### config.mk
export PLATFORM = sky130hd
export DESIGN_NAME = bcd_conv_sched
export DESIGN_NICKNAME = d
export VERILOG_FILES = /design/src/rtl/bcd_conv_sched.sv
export SDC_FILE = /design/constraint.sdc
export NUM_CORES = 1
export LEC_CHECK = 0
export ABC_AREA = 1
export CORE_ASPECT_RATIO = 0.7
export CORE_MARGIN = 2
export CORE_UTILIZATION = 28
export CTS_BUF_LIST = sky130_fd_sc_hd__clkbuf_16
export CTS_CLUSTER_SIZE = 25
export DETAILED_ROUTE_END_ITERATION = 7
export PLACE_DENSITY = 0.62
export SLEW_MARGIN = 20
export SYNTH_ARGS = -nofsm -noshare
export SYNTH_HDL_FRONTEND = slang
export SYNTH_SLANG_ARGS = --single-unit
export TNS_END_PERCENT = 5
### constraint.sdc
create_clock -name clk -period 4.03 [get_ports clk]
set_input_delay 1.0075 -clock clk [delete_from_list [all_inputs] [get_ports clk]]
set_output_delay 1.0075 -clock clk [all_outputs]
set_load 0.05 [all_outputs]
### src/rtl/bcd_conv_sched.sv
`default_nettype none
// +------------------------------------------------------------------------+
// | Module     : bcd_conv_sched                                            |
// | Description: Round-robin scheduler sharing one sequential binary-to-   |
// |              BCD engine among NCH channels. Latches each channel's     |
// |              3-digit result and acknowledges the requester.            |
// | Options    : BCD_SCHED_TIMEOUT_EN builds the WAIT-state watchdog.      |
// | Revision   : 1.0  initial release                                      |
// +------------------------------------------------------------------------+
module bcd_conv_sched #(
  parameter int NCH     = 4,
  parameter int TIMEOUT = 64
) (
  input  logic                clk,
  input  logic                rst_n,
  input  logic [NCH-1:0]      req,
  input  logic [8*NCH-1:0]    bin_in,
  output logic [NCH-1:0]      ack,
  output logic [NCH-1:0]      err,
  output logic [NCH-1:0]      valid,
  output logic [12*NCH-1:0]   bcd_out,
  output logic                conv_start,
  output logic [7:0]          conv_bin,
  input  logic                conv_done,
  input  logic [11:0]         conv_bcd
);

  localparam int CW = $clog2(NCH);

  typedef enum logic [1:0] {
    S_IDLE  = 2'd0,
    S_START = 2'd1,
    S_WAIT  = 2'd2,
    S_ACK   = 2'd3
  } state_t;

  state_t          r_state;
  logic [CW-1:0]   r_ptr;
  logic [CW-1:0]   r_ch;

  logic            w_any;
  logic [CW-1:0]   w_gidx;
  logic [7:0]      w_gbin;

  // Find the first requesting channel at or above ptr, wrapping at NCH.
  // Scanning from the far end lets the nearest hit overwrite earlier ones.
  always_comb begin
    logic [CW:0] w_idx;
    w_any  = 1'b0;
    w_gidx = '0;
    w_idx  = '0;
    for (int k = NCH - 1; k >= 0; k--) begin
      w_idx = {1'b0, r_ptr} + (CW+1)'(k);
      if (w_idx >= (CW+1)'(NCH)) begin
        w_idx = w_idx - (CW+1)'(NCH);
      end
      if (req[w_idx[CW-1:0]]) begin
        w_any  = 1'b1;
        w_gidx = w_idx[CW-1:0];
      end
    end
  end

  // Select the winning channel's operand from the packed input bus.
  always_comb begin
    w_gbin = '0;
    for (int i = 0; i < NCH; i++) begin
      if (w_gidx == CW'(i)) begin
        w_gbin = bin_in[i*8 +: 8];
      end
    end
  end

`ifdef BCD_SCHED_TIMEOUT_EN
  localparam int WDW = $clog2(TIMEOUT + 1);

  logic [WDW-1:0]  r_wd_cnt;
  logic            w_wd_expired;

  // Counter holds the number of completed WAIT cycles, so the last
  // permitted WAIT cycle is the one where it reads TIMEOUT-1.
  assign w_wd_expired = (r_wd_cnt == WDW'(TIMEOUT - 1));
`else
  logic            w_unused_timeout;

  assign err              = '0;
  assign w_unused_timeout = (TIMEOUT != 0);
`endif

  // Scheduler FSM: arbitrate, start the engine, wait, latch and acknowledge.
  always_ff @(posedge clk or negedge rst_n) begin
    if (!rst_n) begin
      r_state    <= S_IDLE;
      r_ptr      <= '0;
      r_ch       <= '0;
      ack        <= '0;
      valid      <= '0;
      bcd_out    <= '0;
      conv_start <= 1'b0;
      conv_bin   <= '0;
`ifdef BCD_SCHED_TIMEOUT_EN
      err        <= '0;
      r_wd_cnt   <= '0;
`endif
    end else begin
      conv_start <= 1'b0;
      ack        <= '0;
`ifdef BCD_SCHED_TIMEOUT_EN
      err        <= '0;
`endif
      case (r_state)
        S_IDLE: begin
          if (w_any) begin
            r_ch       <= w_gidx;
            conv_bin   <= w_gbin;
            conv_start <= 1'b1;
            r_state    <= S_START;
          end
        end
        S_START: begin
`ifdef BCD_SCHED_TIMEOUT_EN
          r_wd_cnt <= '0;
`endif
          r_state <= S_WAIT;
        end
        S_WAIT: begin
          // A done pulse in the expiry cycle still counts as a good result.
          if (conv_done) begin
            for (int i = 0; i < NCH; i++) begin
              if (r_ch == CW'(i)) begin
                bcd_out[i*12 +: 12] <= conv_bcd;
              end
            end
            valid[r_ch] <= 1'b1;
            ack[r_ch]   <= 1'b1;
            r_state     <= S_ACK;
          end
`ifdef BCD_SCHED_TIMEOUT_EN
          else if (w_wd_expired) begin
            ack[r_ch] <= 1'b1;
            err[r_ch] <= 1'b1;
            r_state   <= S_ACK;
          end else begin
            r_wd_cnt <= r_wd_cnt + WDW'(1);
          end
`endif
        end
        S_ACK: begin
          r_ptr   <= (r_ch == CW'(NCH - 1)) ? '0 : r_ch + CW'(1);
          r_state <= S_IDLE;
        end
        default: begin
          r_state <= S_IDLE;
        end
      endcase
    end
  end

endmodule
`default_nettype wire

==> impl_results.md, run 1 <==
- Clk Latency, worst-skew pair: ~320 ps
- Initial antenna violation count: 0
- Initial drt markers: 95
- Starting density of the core: 0.284
- Ant diodes: 0
- Crit end category: register
- Via-to-Cell Ratio: about 4.4
- Port buffer count: ~120
- Row count: 33
- Tightest Pin Transition: between 800 and 900 ps
- Critical path buffer and inverter count: 4
- RSZ-0062 raised after global routing: no
- Post-CTS Resized: 0
- Io pins: 120
- Fin. Hold Viols: 0
- Setup TNS Final: 0 ps
- Clk pwr share: 0.172
- Crit-path slowest cell: clkdlybuf4s50_1
- Area growth syn-to-layout: 47.9%
- Total gr overflow: 0
- Final Util: 0.419
- Vias: around 2800
- Setup-failing EPs final: 0
- Most frequent cells in the layout: 114 x clkdlybuf4s50_1, 105 x nand2_1, 71 x dfrtp_1
- Residual DRC: 0
- Fill cells: roughly 1200
- Power Density: roughly 1000 nW/µm²
- Final Skew: 8.05 ps
- Logic pwr share: 0.575
- H-tree levels: 3
- Clock buffer count from CTS: 9
- Sequential element share of the synthesized area: 0.542
- GR Util All Layers: 0.137
- Avg WL per Cell: 12.7 µm
- CTS tree: built
- Hold_buf cts: 0
- Largest net degree at the start of global routing: 72
- Clock sinks: 71
- Vias in the first global route: between 2000 and 3000
- Delay-heaviest family, CP: simple AND/OR/NAND/NOR gates
- Dpl cells: between 600 and 700
- Arrival @ worst endpoint: just under 3000 ps
- DP Area: ~4500 µm²
- P_sw: ~2.4 mW
- Status: finished clean
- Slowest stage delay, CP: ~490 ps
- CORE AREA: about 12000 µm²
- Seq pwr share: 0.253
- Global-route wire length before repair: 13700 µm
- Layout Cells excl Fill: approximately 650
- Hold Crit Depth: 1
- #FFs+latches synth: 71
- Synth warn: 0
- Clock Pin Slew Worst Setup and Hold Paths: 60 ps
- Slew headroom: 0.415
- Fin crit share: 0.675
- Internal power: approximately 2.5 mW
- WP data required: around 4200 ps
- Crit path cell chain: clkdlybuf4s50_1 -> inv_1 -> nand2_1 -> nand3_1 -> nand2_2 -> inv_1 -> and3_1 -> nor2_2 -> inv_1 -> nand2_1 -> nand2_1
- Fraction of layout cells with a size suffix above 1: 0.102
- Pins Over Slew Limit: 0
- Die height: around 95 µm
- Post-DP HPWL: a little over 6000 µm
- Final ANT Viol Nets: 0
- Die area: roughly 13000 µm²
- Post-layout min period: around 2700 ps
- Commonest non-fill, non-tap cell in the layout: clkdlybuf4s50_1
- Max Freq: between 300 and 400 MHz
- Worst Setup Start Kind: primary input
- Root Driver: clkbuf_16
- Setup Fix Bufs, Post-CTS: 0
- CP max FO: 14
- Wirelength, routed: 8190 µm
- Max VDD drop: approximately 0.44 mV
- Leakage: about 2.3 nW
- Post-synthesis cell type count: 26
- Max-Cap Viols: 0
- Reg2reg path depth: 10
- Class of the worst hold path: register to register
- Final Wtd Congestion: 0.826
- Switching share of power: 0.492
- Cell Area, Synth: around 3300 µm²
- Clock tree buffer depth: 2
- Post-route cell area: between 4000 and 5000 µm²
- Router iterations before antenna repair: 4
- Nets: 542
- Average size of a mapped cell: ~9 µm²
- Post-synthesis cell count: 371
- Crit. path cell count: 11
- Chip width: between 100 and 150 µm
- Worst setup path class: primary input to register
==> synth_stat cells <==
| cell type | count | share of area |
|---|---|---|
| nor2_1 | 2 | 0.0023 |
| nor2_4 | 1 | 0.0034 |
| conb_1 | 1 | 0.0011 |
| nand3b_1 | 1 | 0.0023 |
| a21oi_1 | 2 | 0.0031 |
| o21ai_1 | 2 | 0.0031 |
| nor2_2 | 4 | 0.0076 |
| clkbuf_1 | 8 | 0.0092 |
| nand2_8 | 1 | 0.0061 |
| ha_1 | 8 | 0.031 |
| nand2_1 | 105 | 0.12 |
| nand2_2 | 13 | 0.025 |
| and3_1 | 1 | 0.0019 |
| nand4_1 | 13 | 0.025 |
| nand2_4 | 3 | 0.010 |
| inv_8 | 1 | 0.0034 |
| o21ai_0 | 59 | 0.090 |
| buf_2 | 1 | 0.0015 |
| o21ai_2 | 4 | 0.011 |
| buf_6 | 3 | 0.010 |
| dfrtp_1 | 71 | 0.54 |
| nand3_1 | 15 | 0.023 |
| inv_2 | 2 | 0.0023 |
| buf_4 | 5 | 0.011 |
| or2_2 | 4 | 0.0076 |
| inv_1 | 41 | 0.047 |
==> state kept, by name, summed over array words and instances, names as in the netlist <==
name	flops
r_state	2
conv_bin	8
conv_start	1
bcd_out	48
r_ch	2
r_ptr	2
valid	4
ack	4
==> power by group through the flow <==
| stage | clock network [mW] | logic (mW) | registers (mW) |
|---|---|---|---|
| floorplan | 0 | 1.04 | 2.17 |
| global placement | 0 | 2.76 | 1.23 |
| detailed placement | 0 | 2.81 | 1.24 |
| CTS | 0.860 | 2.81 | 1.23 |
| global route | 0.892 | 3.03 | 1.27 |
| finish | 0.834 | 2.79 | 1.23 |
==> per-layer routing <==
metal	up-vias	track usage	routed length, µm	share of wire
met1	1298	0.184	3840	0.47
met5	-	0	0	0
li1	1406	-	-	-
met2	113	0.213	3590	0.44
met4	0	0.0346	49	0.0060
met3	5	0.0488	714	0.087
==> through the flow <==
stage	total power, mW	setup WS (ps)	hold WS (ps)
after floorplan	3.21	1860	571
after global placement	3.99	1060	451
after detailed placement	4.05	973	460
after CTS	4.90	1330	475
after global routing	5.19	1070	485
final	4.86	1310	468
==> worst paths after layout <==
kind	startpoint	end	slack, ps
max in group asynchronous	rst_n	bcd_out[16]	2660
min in group asynchronous	rst_n	bcd_out[17]	810
setup / recovery	req[3]	conv_bin[5]	1310
hold / removal	valid[1]	valid[1]	470
hold reg to reg	valid[1]	valid[1]	470
setup reg to reg	r_ptr[0]	conv_bin[5]	1820
==> cell families (layout without fill, tap and decap cells) <==
| family | after synthesis | after routing | share of synthesized area |
|---|---|---|---|
| AOI/OAI and AO/OA | 67 | 67 | 0.107 |
| and+or+nand+nor | 163 | 163 | 0.234 |
| adders and majority gates | 8 | 8 | 0.0305 |
| buffers and inverters | 61 | 175 | 0.0851 |
| other | 1 | 4 | 0.00114 |
| DFF | 71 | 71 | 0.542 |
==> final cells by class <==
class / instances / area [µm²] / share of cell area
Sequential cell: 71 / 1780 / 0.366
Timing Repair Buffer: 115 / 1150 / 0.237
Tap cell: 157 / 196 / 0.0405
Clock inverter: 7 / 95.1 / 0.0196
Inverter: 44 / 173 / 0.0356
Clock buffer: 9 / 225 / 0.0465
Multi-Input combinational cell: 242 / 1230 / 0.254
Power figures use the tool's default switching activity.
==> run 2, diff against run 1 <==
==> constraint.sdc (replaced) <==
create_clock -name clk -period 2.73 [get_ports clk]
set_input_delay 0.6825 -clock clk [delete_from_list [all_inputs] [get_ports clk]]
set_output_delay 0.6825 -clock clk [all_outputs]
set_load 0.05 [all_outputs]
==> run 2 against run 1 <==
- die area is the same
- final cell count is 0.93% higher
- first-iteration DRC count increased by 19%
- sequential power grew 47%
- highest routed layer unchanged
==> impl_results.md, run 2 (same netlist as run 1, synthesis figures left out) <==
- Arrival @ worst endpoint: 2440 ps (-490 ps)
- Starting density of the core: 0.284 (unchanged)
- Ant diodes: 0 (unchanged)
- Worst Hold Slack: 463 ps (-5.51 ps)
- Leakage: 2.32 nW (about the same)
- Clock Pin Slew Worst Setup and Hold Paths: 60 ps (about the same)
- Die height: 94.5 µm (unchanged)
- Post-CTS Resized: 0 (unchanged)
- CP max FO: 13 (-1)
- Hold_buf cts: 0 (unchanged)
- Max-Cap Viols: 0 (unchanged)
- DP Area: 4570 µm² (+0.99%)
- Fin. Hold Viols: 0 (unchanged)
- Pins Over Slew Limit: 0 (unchanged)
- Final Util: 0.419 (-0.000757)
- Status: finished clean
- Avg WL per Cell: 12.9 µm (+1.3%)
- Fill cells: 1129 (-2.6%)
- CORE AREA: 11600 µm² (unchanged)
- Logic pwr share: 0.594 (+0.019)
- Crit. Startpoint: req[3]
- Post-route cell area: 4840 µm² (-0.18%)
- Io pins: 120 (unchanged)
- Via-to-Cell Ratio: 4.28 (-2.2%)
- WP data required: 2950 ps (-1290 ps)
- P_sw: 3.53 mW (+47%)
- RSZ-0062 raised after global routing: no
- Tightest Pin Transition: 892 ps (+15.0 ps)
- Global-route wire length before repair: 14000 µm (+2.3%)
- Clk Latency, worst-skew pair: 330 ps (about the same)
- Clock buffer count from CTS: 9 (unchanged)
- Worst r2r src: r_ptr[0]
- Port buffer count: 115 (unchanged)
- Max Freq: approximately 450 MHz
- Setup Fix Bufs, Post-CTS: 0 (unchanged)
- Max VDD drop: 0.512 mV (+17%)
- Seq pwr share: 0.258 (+0.005)
- Slew headroom: 0.405 (-0.00998)
- Root Driver: clkbuf_16
- Top reg by flops: bcd_out
- Layout Cells excl Fill: 651 (+0.93%)
- Die area: 12600 µm² (unchanged)
- Final ANT Viol Nets: 0 (unchanged)
- Class of the worst hold path: register to register
- Residual DRC: 0 (unchanged)
- Chip width: 133 µm (unchanged)
- Fin crit share: 0.812
- Clock tree buffer depth: 2 (unchanged)
- Most frequent cells in the layout: 114 x clkdlybuf4s50_1, 105 x nand2_1, 71 x dfrtp_1
- Worst setup path class: primary input to register
- Nets: 548 (+1.1%)
- Initial antenna violation count: 0 (unchanged)
- Largest register FFs: 48 (unchanged)
- Post-DP HPWL: 6360 µm (+4.6%)
- Commonest non-fill, non-tap cell in the layout: clkdlybuf4s50_1
- Switching share of power: 0.502 (+0.0100)
- Dpl cells: 635 (+0.95%)
- Fraction of layout cells with a size suffix above 1: 0.109 (+0.00685)
- Clk pwr share: 0.148 (-0.024)
- Hold path startpoint: valid[1]
- Internal power: 3.49 mW (+42%)
- Largest net degree at the start of global routing: 72 (unchanged)
- Post-layout min period: 2220 ps
- Final Wtd Congestion: 0.809 (-2.1%)
- Total gr overflow: 0 (unchanged)
- Vias in the first global route: 2778 (+0.91%)
- Biggest regs: bcd_out: 48 flops, conv_bin: 8 flops
- GR Util All Layers: 0.141 (+0.00362)
- Row count: 33 (unchanged)
- CTS tree: built
- Crit end category: register
- Initial drt markers: 113 (+19%)
- Area growth syn-to-layout: 47.6%
- Wirelength, routed: 8380 µm (+2.2%)
- Worst Setup Start Kind: primary input
- Router iterations before antenna repair: 4 (unchanged)
- Setup TNS Final: 0 ps (unchanged)
- Clock sinks: 71 (unchanged)
- H-tree levels: 3 (unchanged)
- Setup-failing EPs final: 0 (unchanged)
- Power Density: 1450 nW/µm² (+45%)
- Final Skew: 6.50 ps (-1.54 ps)
- Vias: 2787 (-1.2%)
[run 2: cell types whose count changed in the layout (fill, tap and decap cells not counted), sizes merged]
cell	change
buf	+6
bufinv	-2
clkinv	+1
clkinvlp	+1
[run 2: worst paths after layout]
path / end / depth (start not counted) / slack [ps]
worst max-delay path: conv_bin[1] / 14 / 510
worst min register to register: valid[1] / 1 / 460
min in group asynchronous: bcd_out[35] / 1 / 490
worst min-delay path: valid[1] / 1 / 460
max in group asynchronous: bcd_out[2] / 1 / 1660
worst max register to register: conv_bin[1] / 13 / 710
[run 2: power groups by stage]
stage                     Sequential [mW]  Clock [mW]  Combinational [mW]
after floorplan                      3.20           0                1.54
after global placement               1.82           0                4.13
after detailed placement             1.83           0                4.20
after CTS                            1.82        1.07                4.20
after global routing                 1.88        1.11                4.54
final                                1.81        1.04                4.17
[run 2: metal layers]
layer,vias to the layer above,GRT usage,part of all wire,wire [µm]
li1,1411,-,-,-
met1,1253,0.193,0.48,4020
met3,14,0.0505,0.091,761
met2,109,0.210,0.42,3480
met5,-,0,0,0
met4,0,0.0443,0.013,113
[run 2: through the flow]
step	total power, mW	setup WS, ps
after global routing	7.53	296
after CTS	7.09	498
after detailed placement	6.02	163
final	7.02	513
after floorplan	4.74	885
after global placement	5.95	246
[run 2: layout make-up]
| cell class | instances | area (µm²) | share of cell area |
|---|---|---|---|
| clock buffer | 9 | 225 | 0.0465 |
| tap | 157 | 196 | 0.0406 |
| multi-input combinational | 242 | 1230 | 0.255 |
| sequential | 71 | 1780 | 0.367 |
| timing repair buffer | 121 | 1190 | 0.247 |
| clock inverter | 7 | 41.3 | 0.00853 |
| inverter | 44 | 173 | 0.0357 |
[run 2: worst max-delay path, cell delays in order]
cell	delay [ps]
clkdlybuf4s50_1	490
inv_1	50
nand2_1	70
nand3_1	120
nand2_2	100
inv_1	50
nand2_1	80
nand2_2	150
nand2_8	190
nand2_4	120
o21ai_0	170
inv_1	60
nand2_1	60
nand2_1	40
